$ cat src/rtl/serial_full_subtractor.sv
// Bit-serial A - B - Bin subtractor: one full-subtractor cell plus a borrow flop,
// LSB first, one bit per clock, start/done handshake.
module serial_full_subtractor #(
  parameter int WIDTH = 8
) (
  input  logic             clk,
  input  logic             rst,
  input  logic             start,
  input  logic [WIDTH-1:0] a,
  input  logic [WIDTH-1:0] b,
  input  logic             bin,
  output logic             busy,
  output logic             done,
  output logic [WIDTH-1:0] diff,
  output logic             bout
);

  localparam int CNT_W = $clog2(WIDTH + 1);
  localparam logic [CNT_W-1:0] LAST_CNT = CNT_W'(WIDTH - 1);
  localparam logic [CNT_W-1:0] CNT_ONE  = CNT_W'(1);

  typedef enum logic [0:0] {
    IDLE  = 1'b0,
    SHIFT = 1'b1
  } state_t;

  // Returns {borrow_out, difference} for one bit position.
  function automatic logic [1:0] fs_cell(input logic x, input logic y, input logic bi);
    fs_cell = {(~x & y) | (~(x ^ y) & bi), x ^ y ^ bi};
  endfunction

  state_t           state_r;
  state_t           state_next_s;
  logic [WIDTH-1:0] a_sh_r;
  logic [WIDTH-1:0] b_sh_r;
  logic [WIDTH-1:0] diff_sh_r;
  logic [WIDTH-1:0] diff_sh_next_s;
  logic [CNT_W-1:0] cnt_r;
  logic             borrow_r;
  logic             busy_r;
  logic             done_r;
  logic [WIDTH-1:0] diff_r;
  logic             bout_r;
  logic [1:0]       cell_s;
  logic             last_s;
  logic             load_s;
  logic             step_s;
  logic             finish_s;

  assign cell_s = fs_cell(a_sh_r[0], b_sh_r[0], borrow_r);
  assign last_s = (cnt_r == LAST_CNT);
  // New difference bit enters at the MSB; the oldest partial bit falls off the LSB.
  assign diff_sh_next_s = WIDTH'({cell_s[0], diff_sh_r} >> 1'b1);

  // State register.
  always_ff @(posedge clk) begin
    if (rst) begin
      state_r <= IDLE;
    end else begin
      state_r <= state_next_s;
    end
  end

  // Next-state logic.
  always_comb begin
    state_next_s = state_r;
    case (state_r)
      IDLE: begin
        if (start) begin
          state_next_s = SHIFT;
        end else begin
          state_next_s = IDLE;
        end
      end
      SHIFT: begin
        if (last_s) begin
          state_next_s = IDLE;
        end else begin
          state_next_s = SHIFT;
        end
      end
      default: state_next_s = IDLE;
    endcase
  end

  // Datapath control decoded from the current state.
  always_comb begin
    load_s   = 1'b0;
    step_s   = 1'b0;
    finish_s = 1'b0;
    case (state_r)
      IDLE: begin
        load_s = start;
      end
      SHIFT: begin
        step_s   = 1'b1;
        finish_s = last_s;
      end
      default: begin
        load_s   = 1'b0;
        step_s   = 1'b0;
        finish_s = 1'b0;
      end
    endcase
  end

  // Operand shifters, borrow flop, bit counter and registered results.
  always_ff @(posedge clk) begin
    if (rst) begin
      a_sh_r    <= {WIDTH{1'b0}};
      b_sh_r    <= {WIDTH{1'b0}};
      diff_sh_r <= {WIDTH{1'b0}};
      cnt_r     <= {CNT_W{1'b0}};
      borrow_r  <= 1'b0;
      busy_r    <= 1'b0;
      done_r    <= 1'b0;
      diff_r    <= {WIDTH{1'b0}};
      bout_r    <= 1'b0;
    end else begin
      done_r <= finish_s;
      if (load_s) begin
        a_sh_r   <= a;
        b_sh_r   <= b;
        borrow_r <= bin;
        cnt_r    <= {CNT_W{1'b0}};
        busy_r   <= 1'b1;
      end else if (step_s) begin
        a_sh_r    <= a_sh_r >> 1'b1;
        b_sh_r    <= b_sh_r >> 1'b1;
        borrow_r  <= cell_s[1];
        cnt_r     <= cnt_r + CNT_ONE;
        diff_sh_r <= diff_sh_next_s;
        // Results only move on the final bit so they hold through the next operation.
        if (finish_s) begin
          busy_r <= 1'b0;
          diff_r <= diff_sh_next_s;
          bout_r <= cell_s[1];
        end
      end
    end
  end

  assign busy = busy_r;
  assign done = done_r;
  assign diff = diff_r;
  assign bout = bout_r;

endmodule

$ cat config.mk
export PLATFORM = sky130hd
export DESIGN_NAME = serial_full_subtractor
export DESIGN_NICKNAME = d
export VERILOG_FILES = /design/src/rtl/serial_full_subtractor.sv
export SDC_FILE = /design/constraint.sdc
export NUM_CORES = 1
export LEC_CHECK = 0
export ABC_AREA = 1
export CAP_MARGIN = 20
export CORE_ASPECT_RATIO = 1.5
export CORE_MARGIN = 2
export CORE_UTILIZATION = 45
export CTS_CLUSTER_DIAMETER = 200
export DETAILED_ROUTE_END_ITERATION = 12
export GPL_ROUTABILITY_DRIVEN = 0
export PLACE_DENSITY = 0.74
export SLEW_MARGIN = 20
export SYNTH_ARGS = -nofsm -noshare
export SYNTH_HDL_FRONTEND = slang
export SYNTH_SLANG_ARGS = --single-unit
$ cat constraint.sdc
create_clock -name clk -period 1.4 [get_ports clk]
set_input_delay 0.14 -clock clk [delete_from_list [all_inputs] [get_ports clk]]
set_output_delay 0.14 -clock clk [all_outputs]
set_load 0.01 [all_outputs]
==> reports/metrics.cfg <==
[run_status]
status=finished, final reports clean

[floorplanning]
ios=31
core_region_area_um2=3450
initial_utilization_pct=47.6
rows=26
die_h_um=77.9
design.die.area_um2=4150
die_x_um=53.3

[clock_tree]
clk_pin_slew_worst_paths_ns=0.07
cts_tree=yes
htreeDepth=2
clk_path_buf_depth=2
cts_root_buf=clkbuf_8
clock-sinks=40
clock_latency_ns=0.28
post_cts_buffers=0
cts_buffers=5

[finish]
nFillCells=343
layout_commonest_cell=nand2_1
layout_common_cells=nand2_1, dfxtp_1, nand3_1, clkdlybuf4s50_1
drive_gt1_share_pct=9.70
synthToLayoutAreaGrowth_pct=31.4
antenna_cells=0
nNetsFinal=289

[power_and_ir_drop]
seqPwrFrac_pct=49.1
power_per_cell_area_nw_per_um2=1160
sw_frac_of_total_pct=21.9
switchingPower_w=0.000547
p_int_w=0.00195
p_comb_share_pct=10.6
vdd_drop_max_mv=0.769
clkPwrFrac_pct=40.3
p_leak_nw=1.04
power.total_w=0.00250

[yosys]
synth.ff_latch_count=40
yosysSeqAreaShare_pct=48.8
avgSynthCellArea_um2=7.19
syn_area_um2=1640
syn-num-nets=250
ys_warn_count=0
yosysUniqueCellTypes=17
synthCells=228

[critical_path]
worstPathMaxFanout=2
critPathTopFamily=buffers and inverters
cp.required_ns=1.26
critPathCaptureType=output pin
cp.arrival_ns=1.15
path_cells=clkdlybuf4s50_1
critPathLaunchType=flop
path_class=reg -> out
slowest_delay_ns=0.53
path_buf_inv=1
crit_slowest_cell=clkdlybuf4s50_1

[sta]
relSlewSlack_pct=76.0
worst_pin_slew_ns=0.359
fin_setup_tns_ns=0
max_freq_mhz=775
fin_crit_sh_pct=92.1
finalMaxSlewViolations=0
rsz0062_at_grt=false
setup_viol=0
finalClockSkew_ns=0.00311
hold_viol_final=0
timing.final.ws_setup_ns=0.110
fin_crit_ns=1.29

[routing]
wl_um=3250
ant_nets=0
vias=1457
routed_via_density=4.70
drc_errors=0
dr.pass1.iters=4
drt-initial-drc-count=24
wl_per_cell_um=10.5

[grt]
grt_pass1_vias=1319
grt_start_max_net_pins=24
grt_antenna_before_repair=0
grt_first_pass_wirelength_um=5380
grt_overflow=0
grt_usage_pct=17.4

[place]
pre_cts_slack_ns=0.0440
hpwl_um=2320
numPortBuffers=30

[run]
maxCapViolCount=0

[hold_path]
holdCritPathClass=in -> reg

==> final timing paths <==
path | from | to | slack [ns] | cells after the start
worst max-delay path | diff[4]$_SDFFE_PP0P_ | diff[4] | 0.11 | 1
worst min-delay path | b[7] | b_sh_r[7]$_SDFFE_PP0P_ | 0.41 | 3
worst max register to register | state_r$_SDFF_PP0_ | b_sh_r[2]$_SDFFE_PP0P_ | 0.11 | 7
worst min register to register | diff[2]$_SDFFE_PP0P_ | diff[2]$_SDFFE_PP0P_ | 0.44 | 2
==> metrics by stage <==
stage / std cells / instance area (µm²) / util [%] / hold WS [ns]
after CTS: 309 / 2140 / 62.2 / 0.404
after floorplan: 228 / 1640 / - / 0.209
after global routing: 310 / 2160 / 62.5 / 0.443
after global placement: 301 / 2020 / 58.5 / 0.426
final: 310 / 2160 / 62.5 / 0.407
after detailed placement: 301 / 2020 / 58.5 / 0.431
==> tightest hold or removal path, stage by stage <==
cell and delay, ns:
clkdlybuf4s50_1 0.40, nand2_1 0.06, a21oi_1 0.05
==> repair_timing <==
| item | in CTS | in global routing |
|---|---|---|
| endpoints found under the setup margin | 0 | 13 |
| hold buffers | 0 | 0 |
| resized for setup | 0 | 3 |
==> sequential cells by signal, summed over array words and instances (netlist names) <==
signal	cells
a_sh_r	8
b_sh_r	8
borrow_r	1
bout	1
busy	1
cnt_r	4
diff	8
diff_sh_r	7
done	1
state_r	1
==> cells by family after synthesis <==
kind of cell    Yosys count  share of synthesized area, %
simple gates            139                          35.9
buf+inv                  33                          8.85
compound gates           13                          3.97
xor+xnor                  1                         0.534
fa+ha+maj                 2                          1.98
flops                    40                          48.8
==> layer usage <==
layer  global-route usage [%]  share of wire [%]  up-vias  routed length, µm
met1                     19.0                 41      633               1330
li1                         -                  -      776                  -
met4                     8.72                2.5        0                 80
met3                     4.81                4.5       10                146
met2                     29.4                 52       38               1690
met5                        0                  0        -                  0
==> synth_stat cells <==
library cell	instances	area share, %
nand2_1	82	19
dfxtp_1	40	49
nand3_1	30	9.2
inv_1	23	5.3
nor2_1	22	5.0
o21ai_0	9	2.7
buf_2	5	1.5
a21oi_1	4	1.2
clkbuf_1	3	0.69
buf_6	2	1.4
nor2_2	2	0.76
fa_1	1	1.2
ha_1	1	0.76
nand2_4	1	0.69
nor3_4	1	0.99
nor3b_1	1	0.46
xor2_1	1	0.53
==> final cells by class <==
cell class | count | area [µm²] | area share (%)
multi-input combinational | 155 | 694 | 32.2
clock buffer | 7 | 96.3 | 4.47
tap | 42 | 52.6 | 2.44
timing repair buffer | 41 | 383 | 17.8
inverter | 23 | 90.1 | 4.18
timing repair inverter | 1 | 7.51 | 0.348
sequential | 40 | 802 | 37.2
clock inverter | 1 | 30.0 | 1.39
==> power by group through the flow <==
stage	logic (W)	registers, W	clock network, W
floorplan	0.000159	0.00124	0
global route	0.000302	0.00123	0.00108
global placement	0.000261	0.00125	0
detailed placement	0.000263	0.00125	0
CTS	0.000266	0.00122	0.00104
finish	0.000265	0.00122	0.00101
Power figures use the tool's default switching activity.
